$ cat src/rtl/cineraria_core_gpio_edgecap.sv
// ============================================================================
// cineraria_core_gpio_edgecap
//   Pad input synchroniser, tick-based debounce filter and per-bit edge capture.
//   It has an Avalon-MM slave for mask, edge select and W1C capture, plus a level IRQ.
//   Revision: 1.0
// ============================================================================
`default_nettype none

module cineraria_core_gpio_edgecap #(
  parameter int WIDTH      = 32,
  parameter int PRESCALE   = 1000,
  parameter int FILTER_LEN = 4
) (
  input  logic             clk,
  input  logic             reset,
  input  logic [WIDTH-1:0] pin_in,
  output logic [WIDTH-1:0] pin_filt,
  input  logic [1:0]       address,
  input  logic             chipselect,
  input  logic             write_n,
  input  logic [31:0]      writedata,
  output logic [31:0]      readdata,
  output logic             irq
);

  localparam logic [1:0] ADDR_PIN  = 2'd0;
  localparam logic [1:0] ADDR_MASK = 2'd1;
  localparam logic [1:0] ADDR_CAP  = 2'd2;
  localparam logic [1:0] ADDR_ESEL = 2'd3;

  logic [WIDTH-1:0] sync_meta;
  logic [WIDTH-1:0] sync_q;
  logic [WIDTH-1:0] prev_filt;
  logic [WIDTH-1:0] cap;
  logic [WIDTH-1:0] irq_mask;
  logic [WIDTH-1:0] edge_sel;
  logic [WIDTH-1:0] rise;
  logic [WIDTH-1:0] fall;
  logic [WIDTH-1:0] ev;
  logic [WIDTH-1:0] clr;
  logic [WIDTH-1:0] wdata;
  logic [31:0]      rd_next;
  logic             wr_en;

  // Two-flop synchroniser: pin_in is fully asynchronous to clk.
  always_ff @(posedge clk or posedge reset) begin
    if (reset) begin
      sync_meta <= '0;
      sync_q    <= '0;
    end else begin
      sync_meta <= pin_in;
      sync_q    <= sync_meta;
    end
  end

  generate
    if (FILTER_LEN > 0) begin : g_filter
      localparam logic [15:0] PS_LAST  = 16'(PRESCALE - 1);
      localparam logic [3:0]  CNT_LAST = 4'(FILTER_LEN - 1);

      logic [15:0] ps_cnt;
      logic        tick;
      logic [3:0]  cnt [WIDTH];

      assign tick = (ps_cnt == PS_LAST);

      always_ff @(posedge clk or posedge reset) begin
        if (reset) begin
          ps_cnt <= '0;
        end else if (tick) begin
          ps_cnt <= '0;
        end else begin
          ps_cnt <= ps_cnt + 16'd1;
        end
      end

      // A new level is accepted only after FILTER_LEN consecutive differing ticks.
      always_ff @(posedge clk or posedge reset) begin
        if (reset) begin
          pin_filt <= '0;
          for (int i = 0; i < WIDTH; i++) begin
            cnt[i] <= '0;
          end
        end else if (tick) begin
          for (int i = 0; i < WIDTH; i++) begin
            if (sync_q[i] == pin_filt[i]) begin
              cnt[i] <= '0;
            end else if (cnt[i] == CNT_LAST) begin
              pin_filt[i] <= sync_q[i];
              cnt[i]      <= '0;
            end else begin
              cnt[i] <= cnt[i] + 4'd1;
            end
          end
        end
      end
    end else begin : g_bypass
      always_ff @(posedge clk or posedge reset) begin
        if (reset) begin
          pin_filt <= '0;
        end else begin
          pin_filt <= sync_q;
        end
      end
    end
  endgenerate

  assign rise  = pin_filt & ~prev_filt;
  assign fall  = ~pin_filt & prev_filt;
  assign ev    = (edge_sel & fall) | (~edge_sel & rise);
  assign wr_en = chipselect & ~write_n;
  assign wdata = writedata[WIDTH-1:0];
  assign clr   = (wr_en && address == ADDR_CAP) ? wdata : '0;

  // New events are ORed in after the clear, so a same-cycle set beats W1C.
  always_ff @(posedge clk or posedge reset) begin
    if (reset) begin
      prev_filt <= '0;
      cap       <= '0;
      irq_mask  <= '0;
      edge_sel  <= '0;
    end else begin
      prev_filt <= pin_filt;
      cap       <= (cap & ~clr) | ev;
      if (wr_en && address == ADDR_MASK) begin
        irq_mask <= wdata;
      end
      if (wr_en && address == ADDR_ESEL) begin
        edge_sel <= wdata;
      end
    end
  end

  always_comb begin
    rd_next = '0;
    case (address)
      ADDR_PIN:  rd_next[WIDTH-1:0] = pin_filt;
      ADDR_MASK: rd_next[WIDTH-1:0] = irq_mask;
      ADDR_CAP:  rd_next[WIDTH-1:0] = cap;
      ADDR_ESEL: rd_next[WIDTH-1:0] = edge_sel;
      default:   rd_next = '0;
    endcase
  end

  always_ff @(posedge clk or posedge reset) begin
    if (reset) begin
      readdata <= '0;
      irq      <= 1'b0;
    end else begin
      readdata <= rd_next;
      irq      <= |(cap & irq_mask);
    end
  end

endmodule

`default_nettype wire
$ cat config.mk
export PLATFORM = sky130hd
export DESIGN_NAME = cineraria_core_gpio_edgecap
export DESIGN_NICKNAME = d
export VERILOG_FILES = /design/src/rtl/cineraria_core_gpio_edgecap.sv
export SDC_FILE = /design/constraint.sdc
export NUM_CORES = 1
export LEC_CHECK = 0
export ABC_CLOCK_PERIOD_IN_PS = 15100
export BUFFER_PORTS_ARGS = -buffer_cell sky130_fd_sc_hd__buf_2
export CORE_MARGIN = 2
export CORE_UTILIZATION = 60
export DETAILED_ROUTE_END_ITERATION = 16
export PLACE_DENSITY_LB_ADDON = 0.2
export SLEW_MARGIN = 20
export SYNTH_ARGS = -nofsm -noshare
export SYNTH_HDL_FRONTEND = slang
export SYNTH_SLANG_ARGS = --single-unit
export TNS_END_PERCENT = 20
$ cat constraint.sdc
create_clock -name clk -period 15.1 [get_ports clk]
set_input_delay 0.755 -clock clk [delete_from_list [all_inputs] [get_ports clk]]
set_output_delay 0.755 -clock clk [all_outputs]
set_load 0.02 [all_outputs]
==> qor.csv, run 1 <==
stage;metric;value;unit
run_status;outcome;finished clean;
clocking;htreeDepth;2;
yosys;syn-num-nets;1584;
pwr;p_total;2.41;mW
placement;place_congestion;0.838;
clocking;clockBufferDepth;3;
placement;port_buffers;134;
pwr;leakage;9.41;nW
finish;fin_cells;2041;
worst_setup_path;crit_path_end_kind;flop;
grt;grt_pass1_vias;12000;
floorplan;fp.dieArea;30000;um2
clocking;cts.repair.resized;0;
sta;tightest_slew;1.01;ns
finish;fin_nets;1730;
routing;route.detailed.drc;0;
worst_setup_path;rr_worst_depth;6;
yosys;yosysWarningCount;0;
worst_setup_path;r2r_start;g_filter.ps_cnt[0]$_DFF_PP0_;
floorplan;row_count;61;
worst_setup_path;reg2reg_setup_slack;12.36;ns
grt;grt_usage;24.7;%
placement;place_inst;1959;
pwr;ir_worst_vdd;0.000111;V
yosys;synth_edf_count;0;
floorplan;core_area;28000;um2
clocking;cts_tree;done;
grt;gr-total-overflow;0;
floorplan;ioPinCount;135;
yosys;synthArstFlopShare;100;%
sta;period_share;18.1;%
routing;dr.pass1.iters;5;
job;drv_cap;0;
pwr;power.density;122;nW/um2
clocking;post_cts_buffers;0;
yosys;synth_seq_cells;401;
sta;fmax;0.365;GHz
sta;fin_skew;0.0130;ns
worst_setup_path;crit_path_start_kind;flop;
worst_setup_path;r2r_end;pin_filt[16]$_DFFE_PP0P_;
routing;vias;11900;
worst_setup_path;required;15.51;ns
clocking;clock_sink_count;401;
yosys;synth.largest_area_cell;dfrtp_1;
yosys;avgSynthCellArea;11.6;um2
yosys;synth.area.top_cells;dfrtp_1 (58%), nand2_1 (6.4%), mux2_2 (5.6%);
yosys;synth.distinct_cells;39;
yosys;synth_top_area_share;58.3;%
routing;drt_iter0_markers;1018;
routing;drt-total-wl;36400;um
clocking;clk_pin_slew;0.06;ns
yosys;syn_inst;1481;
floorplan;initial_utilization;61.4;%
routing;post_drt_wl_per_cell;17.8;um
sta;min_period;2.74;ns
worst_setup_path;path_class;flop to flop;
grt;grt_first_pass_wirelength;60400;um
yosys;ys.flop_type;dfrtp_1;
clocking;cts_buffers;43;
grt;antenna_found_initial;7;
yosys;syn_area;17200;um2
clocking;clk_latency;0.53;ns
grt;grt_max_degree;92;
yosys;yosysSeqAreaShare;58.3;%
sta;tns;0;ns
finish;drive_above_1_share;20.9;%
placement;dpl.hpwl;23600;um
floorplan;die_y;173;um
sta;grt_setup_unrepaired;no;
sta;drv_slew;0;
worst_setup_path;crit_fanout;61;
floorplan;fp.dieW;173;um
sta;finalSetupViolCount;0;
clocking;cts_hold_buffers;0;
sta;slew_headroom;32.6;%
routing;routed_via_density;5.82;
worst_hold_path;min_path_type;input port to asynchronous set/reset pin;
sta;hold_viol;0;
worst_setup_path;cp_data_arrival_time;3.15;ns
clocking;cts-root-buf;clkbuf_16;
finish;area_growth;14.6;%
routing;ant_nets;0;
[power breakdown]
group	switching (mW)	internal, mW	total, mW
clock	0.410	0.652	1.06
combinational	0.0870	0.0769	0.164
sequential	0.0489	1.14	1.19
[stage by stage]
stage               area, um2  setup slack (ns)  util [%]  hold WS [ns]
floorplan               17200              3.19         -         0.331
global placement        18200             11.55      65.1         0.332
detailed placement      18200             11.55      65.1         0.335
CTS                     19700             12.07      70.3         0.314
global route            19700             12.10      70.4         0.311
finish                  19700             12.36      70.4         0.292
[worst max-delay path, cell delays in order, from the launching register on]
cell	delay, ns
dfrtp_1	0.37
ha_1	0.23
and4b_1	0.26
and4_4	0.57
buf_4	0.68
nand2_1	0.15
mux2_4	0.33
[Yosys cell counts (all sizes together) (5+ instances only)]
library cell and n:
xor2 41, o21ai 68, nand4 7, nor3 31, nand3b 32, mux4 32, a221o 29, mux2 96
nor2 98, nor3b 32, dfrtp 401, clkbuf 18, a22oi 16, and2 5, o31ai 36, nand2 292
xnor2 32, ha 33, nand3 128, buf 29
[sequential cells by signal (all words and copies together) (netlist names), 32 cells and up]
| name | cells |
|---|---|
| cap | 32 |
| edge_sel | 32 |
| g_filter.cnt | 128 |
| irq_mask | 32 |
| pin_filt | 32 |
| prev_filt | 32 |
| readdata | 32 |
| sync_meta | 32 |
| sync_q | 32 |
[routing by layer]
layer,wire length (um),track usage [%],share of wire (%)
met5,21,0,0.058
met4,860,8.09,2.4
met3,1780,4.17,4.9
met2,18100,41.2,50
met1,15600,33.3,43
[layout by cell type, fill, tap and decap left out, types with 29 or more instances in the layout]
cell type	n
ha_1	33
nand2_1	292
nor3b_1	32
a221o_1	29
buf_2	134
mux4_2	32
o31ai_1	36
xnor2_1	32
nor3_1	31
nand3_1	128
xor2_1	41
dfrtp_1	401
nand3b_1	32
nor2_1	98
mux2_2	85
clkbuf_16	45
o21ai_0	66
[how the worst max path moves through the flow]
stage	from	endpoint	slack (ns)	cells past startpoint
4_1_cts	address[0]	edge_sel[12]$_DFFE_PP0P_	12.07	4
3_3_place_gp	address[0]	edge_sel[6]$_DFFE_PP0P_	11.55	4
2_1_floorplan	reset	cap[0]$_DFF_PP0_	3.19	1
3_5_place_dp	address[0]	edge_sel[31]$_DFFE_PP0P_	11.55	4
5_1_grt	reset	g_filter.cnt[84]$_DFFE_PP0N_	12.10	4
6_report	g_filter.ps_cnt[0]$_DFF_PP0_	pin_filt[16]$_DFFE_PP0P_	12.36	6
[cell families after synthesis]
logic type                 count (synthesis)  share of synthesized area [%]
and+or+nand+nor                          643                           17.3
DFF                                      401                           58.3
AOI/OAI and AO/OA                        154                           6.14
muxes                                    128                           10.7
xor gates and xnor gates                  73                           3.72
buffers and inverters                     49                           1.45
adders and majority gates                 33                           2.40
[cell type report]
cell class / count / area [um2]
multi-input combinational: 1031 / 6950
clock inverter: 12 / 171
fill: 1989 / 8290
sequential: 401 / 10000
tap: 378 / 473
timing repair buffer: 148 / 787
antenna: 6 / 15.0
clock buffer: 63 / 1270
inverter: 2 / 15.0
No activity file was read; power rests on OpenSTA's default activity.
==> inputs of run 2 (changes only) <==
Settings changed: ABC_CLOCK_PERIOD_IN_PS 15100 to 2200, CORE_UTILIZATION 60 to 54.
Clock period 15.1 ns to 2.2 ns, I/O delays scaled along.
==> run 2 against run 1 <==
Design area up 4.8%. Sequential cell count unchanged. First-iteration DRC count down 28%. Power rose to 6.9 times the previous value. Sequential share of layout area down 2.3 points. Clock power rose to 6.8 times the previous value. Sequential power rose to 6.8 times the previous value. Cell count up 5.1%. Critical path type unchanged. Largest power group unchanged. Highest routed layer is now met4.
==> qor.csv, run 2 (synthesis results as in run 1) <==
stage;metric;value;unit;change
finish;final_cell_mix;dfrtp_1 (401), nand2_1 (292), buf_2 (134);;
worst_setup_path;r2r_end;pin_filt[15]$_DFFE_PP0P_;;
placement;place_inst;2004;;+2.3%
worst_setup_path;r2r_start;g_filter.ps_cnt[0]$_DFF_PP0_;;
sta;hold_viol;0;;unchanged
placement;post-place-ws;0.213;ns;-11.33 ns
placement;place_congestion;0.793;;-5.4%
sta;holdWs;0.109;ns;-0.183 ns
sta;worst_slack;0.204;ns;-12.16 ns
worst_hold_path;min_path_type;input port to flop;;
sta;slew_headroom;54.6;%;+22 points
placement;dpl.hpwl;25400;um;+7.6%
worst_hold_path;holdCritStartpoint;address[1];;
clocking;htreeDepth;2;;unchanged
clocking;cts_tree;done;;
finish;fin_nets;1814;;+4.9%
grt;grt_usage;23.4;%;-1.3 points
grt;grt_first_pass_wirelength;62500;um;+3.4%
routing;ant_nets;0;;unchanged
clocking;cts-root-buf;clkbuf_16;;
sta;fmax;0.501;GHz;+37%
sta;finalSetupViolCount;0;;unchanged
routing;vias;12200;;+2.5%
clocking;clk_latency;0.54;ns;about the same
worst_hold_path;min_to;readdata[13]$_DFF_PP0_;;
routing;dr.pass1.iters;5;;unchanged
worst_setup_path;startpoint;g_filter.ps_cnt[0]$_DFF_PP0_;;
finish;largest_reg_flops;128;;unchanged
grt;antenna_found_initial;1;;-6
sta;drv_slew;0;;unchanged
finish;layout_commonest_cell;dfrtp_1;;
sta;tns;0;ns;unchanged
worst_setup_path;crit_fanout;24;;-61%
finish;area_growth;20.2;%;
grt;grt_pass1_vias;12500;;+3.7%
routing;post_drt_wl_per_cell;17.6;um;-1.2%
worst_setup_path;cp_data_arrival_time;2.42;ns;-0.73 ns
sta;period_share;90.7;%;+73 points
clocking;clk_pin_slew;0.06;ns;about the same
clocking;cts.repair.resized;0;;unchanged
routing;drt-total-wl;37800;um;+3.9%
clocking;clock_sink_count;401;;unchanged
worst_setup_path;path_class;flop to flop;;
pwr;power.density;802;nW/um2;+560%
floorplan;fp.dieW;182;um;+5.3%
sta;min_period;2.00;ns;-0.743 ns
finish;fin_area;20700;um2;+4.8%
pwr;leakage;9.84;nW;+4.6%
job;drv_cap;0;;unchanged
placement;placed_cell_area;18600;um2;+1.9%
worst_hold_path;hold_depth;2;;
finish;drive_above_1_share;21.2;%;+0.35 points
floorplan;fp.dieArea;33300;um2;+11%
floorplan;core_area;31500;um2;+12%
routing;route.detailed.drc;0;;unchanged
floorplan;initial_utilization;54.6;%;-6.8 points
finish;n_antenna_cell;0;;-6
run_status;outcome;finished clean;;
finish;fin_cells;2145;;+5.1%
sta;tightest_slew;0.681;ns;-0.330 ns
grt;grt_max_degree;99;;+7.6%
clocking;clockBufferDepth;3;;unchanged
floorplan;die_y;182;um;+5.3%
pwr;ir_worst_vdd;0.000681;V;+510%
sta;fin_skew;0.0180;ns;+0.00495 ns
worst_setup_path;rr_worst_depth;6;;unchanged
worst_setup_path;crit_path_end_kind;flop;;
pwr;p_total;16.6;mW;+590%
clocking;cts_buffers;42;;-2.3%
finish;regMostFlops;g_filter.cnt;;
grt;gr-total-overflow;0;;unchanged
floorplan;row_count;65;;+6.6%
worst_setup_path;crit_path_start_kind;flop;;
worst_setup_path;reg2reg_setup_slack;0.20;ns;-12.16 ns
sta;grt_setup_unrepaired;no;;
finish;post-route-util;65.7;%;-4.7 points
routing;drt_iter0_markers;738;;-28%
worst_setup_path;required;2.62;ns;-12.89 ns
floorplan;ioPinCount;135;;unchanged
routing;routed_via_density;5.68;;-2.4%
placement;port_buffers;134;;unchanged
run 2: power by group:
group          internal, mW  total [mW]  switching [mW]
registers              7.80        8.13           0.332
clock network          4.36        7.18            2.83
logic                 0.641        1.26           0.621
run 2: critical path: stages, from the launching register on:
cell and delay (ns):
dfrtp_1 0.36, ha_1 0.23, and4b_1 0.25, and4_4 0.32, buf_4 0.31, nand2_1 0.11, mux2_4 0.30
run 2: layer usage:
metal,wire length (um),up-vias,GRT usage [%]
met3,1690,72,3.63
met4,985,0,7.81
met5,0,-,0
li1,-,5724,-
met1,16800,6107,31.5
met2,18300,285,39.1
run 2: what timing repair did:
item | CTS | global route
buffers inserted | 0 | 0
endpoints found under the hold margin | 133 | 0
hold buffers | 65 | 0
run 2: worst max path at each step:
stage / to / slack [ns] / depth (start not counted)
floorplan: cap[0]$_DFF_PP0_ / -3.31 / 1
global placement: pin_filt[15]$_DFFE_PP0P_ / 0.22 / 6
detailed placement: pin_filt[15]$_DFFE_PP0P_ / 0.21 / 6
CTS: pin_filt[15]$_DFFE_PP0P_ / 0.22 / 6
global route: pin_filt[15]$_DFFE_PP0P_ / 0.06 / 6
finish: pin_filt[15]$_DFFE_PP0P_ / 0.20 / 6
run 2: layout make-up:
cell class              count  area, um2
fillers                  2347      10800
flip-flops and latches    401      10000
multi-input cells        1031       6950
repair buffers            233       1740
clock buffers              64       1320
well taps                 402        503
clock inverters            12        113
inverters                   2       11.3
==> inputs of run 3 (changes only) <==
Settings changed: RECOVER_POWER set to 50.
==> run 3 against run 2 <==
Power is 0.18% lower. Maximum frequency is essentially flat. First-iteration DRC count fell by 5.4%. Worst setup slack about the same. Clock-buffer cell count did not move. Design area fell by 0.83%. Register-to-register slack barely moved. Global-route usage unchanged. Combinational power shrank 3%. Critical path type unchanged. Non-clock buffer count unchanged. Worst hold slack better by 0.053 ns. Cell count unchanged.
==> qor.csv, run 3 (synthesis results as in run 1) <==
stage;metric;value;unit;change
sta;tns;0;ns;unchanged
pwr;power.density;807;nW/um2;+0.66%
routing;vias;12200;;+0.28%
finish;n_antenna_cell;0;;unchanged
pwr;p_total;16.6;mW;-0.18%
pwr;ir_worst_vdd;0.000681;V;about the same
routing;drt-total-wl;37800;um;about the same
worst_setup_path;path_cells;ha_1 > and4b_1 > and4_4 > buf_4 > nand2_1 > mux2_4;;
pwr;leakage;9.75;nW;-0.94%
finish;regMostFlops;g_filter.cnt;;
placement;place_inst;2004;;unchanged
run_status;outcome;finished clean;;
finish;largest_reg_flops;128;;unchanged
worst_setup_path;cp_data_arrival_time;2.42;ns;about the same
placement;placed_cell_area;18600;um2;unchanged
clocking;htreeDepth;2;;unchanged
grt;antenna_found_initial;1;;unchanged
worst_setup_path;max_stage_delay;0.36;ns;about the same
clocking;post_cts_buffers;0;;unchanged
floorplan;initial_utilization;54.6;%;unchanged
finish;fin_area;20500;um2;-0.83%
grt;grt_pass1_vias;12500;;unchanged
floorplan;ioPinCount;135;;unchanged
worst_setup_path;timing.critical_path.buf_inv;1;;unchanged
worst_hold_path;min_path_type;input port to flop;;
clocking;cts_tree;done;;
grt;gr-total-overflow;0;;unchanged
sta;drv_slew;0;;unchanged
clocking;cts-root-buf;clkbuf_16;;
routing;routed_via_density;5.70;;+0.28%
grt;grt_usage;23.4;%;unchanged
routing;post_drt_wl_per_cell;17.6;um;about the same
routing;dr.pass1.iters;6;;+1
placement;port_buffers;134;;unchanged
clocking;clockBufferDepth;3;;unchanged
finish;final_cell_mix;dfrtp_1 (401), nand2_1 (292), buf_2 (131);;
routing;drt_iter0_markers;698;;-5.4%
floorplan;fp.dieArea;33300;um2;unchanged
worst_setup_path;cp_top_family;simple AND/OR/NAND/NOR gates;;
sta;grt_setup_unrepaired;no;;
sta;finalSetupViolCount;0;;unchanged
floorplan;core_area;31500;um2;unchanged
finish;fin_cells;2145;;unchanged
routing;ant_nets;0;;unchanged
sta;period_share;90.7;%;about the same
sta;fin_skew;0.0200;ns;+0.00203 ns
worst_setup_path;crit_path_start_kind;flop;;
floorplan;fp.dieW;182;um;unchanged
clocking;cts_buffers;42;;unchanged
worst_setup_path;crit_path_end_kind;flop;;
finish;drive_above_1_share;20.3;%;-0.92 points
worst_setup_path;crit_fanout;24;;unchanged
clocking;clock_sink_count;401;;unchanged
floorplan;die_y;182;um;unchanged
sta;min_period;2.00;ns;+0.0000950 ns
worst_setup_path;required;2.63;ns;about the same
finish;area_growth;19.2;%;
job;drv_cap;0;;unchanged
sta;fmax;0.501;GHz;about the same
routing;route.detailed.drc;0;;unchanged
grt;grt_max_degree;99;;unchanged
clocking;clk_pin_slew;0.06;ns;about the same
grt;grt_first_pass_wirelength;62500;um;unchanged
worst_setup_path;cp_slowest_cell;dfrtp_1;;
finish;fin_nets;1814;;unchanged
placement;place_congestion;0.793;;unchanged
sta;tightest_slew;1.05;ns;+0.365 ns
sta;slew_headroom;30.2;%;-24 points
worst_setup_path;path_class;flop to flop;;
floorplan;row_count;65;;unchanged
placement;dpl.hpwl;25400;um;unchanged
sta;hold_viol;0;;unchanged
finish;layout_commonest_cell;dfrtp_1;;
clocking;clk_latency;0.54;ns;about the same
[run 3: cell count changes in the layout (fill, tap and decap cells not counted), moves of 2 or more]
cell / change
nor4bb_4: -2
clkbuf_2: +6
clkbuf_4: +2
nor4bb_1: +2
buf_12: -7
buf_2: -3
clkbuf_1: +13
buf_4: -12
[run 3: worst min-delay path, stage by stage]
cell and delay (ns):
buf_2 0.13, buf_4 0.20, mux4_2 0.22
[run 3: cell type report]
class                      count  area [um2]
clock buffer                  64        1320
clock inverter                12         113
fill                        2382       11000
inverter                       2        8.76
multi-input combinational   1031        6920
sequential                   401       10000
tap                          402         503
timing repair buffer         233        1600
[run 3: where the power goes]
part	switching, mW	internal, mW
logic	0.615	0.610
registers	0.333	7.80
clock network	2.84	4.36
[run 3: metrics by stage]
step                      worst slack, ns  util (%)  hold WS, ns
after floorplan                     -3.31         -        0.141
after global placement              0.224      59.1        0.218
final                               0.204      65.1        0.162
after CTS                           0.217      65.7       0.0864
after detailed placement            0.213      59.1        0.219
after global routing               0.0628      65.1        0.149
[run 3: routing by layer]
layer  vias to the layer above  global-route usage, %  part of all wire (%)
met4                         0                   7.81                   2.7
met5                         -                      0                     0
met2                       295                   39.1                    48
li1                       5722                      -                     -
met3                        75                   3.63                   4.4
met1                      6130                   31.5                    45
[run 3: worst paths after layout]
path,start,to,slack [ns],cells past startpoint
worst max-delay path,g_filter.ps_cnt[0]$_DFF_PP0_,pin_filt[15]$_DFFE_PP0P_,0.20,6
worst min-delay path,address[0],readdata[6]$_DFF_PP0_,0.16,3
worst max register to register,g_filter.ps_cnt[0]$_DFF_PP0_,pin_filt[15]$_DFFE_PP0P_,0.20,6
worst min register to register,sync_meta[28]$_DFF_PP0_,sync_q[28]$_DFF_PP0_,0.34,0
max in group asynchronous,reset,sync_q[6]$_DFF_PP0_,0.43,4
min in group asynchronous,reset,irq_mask[23]$_DFFE_PP0P_,0.24,3
[run 3: repair_timing]
action                                 4_1_cts  5_1_grt
hold buffers                                65        0
gates resized for setup                      0        0
endpoints found under the hold margin      133        0
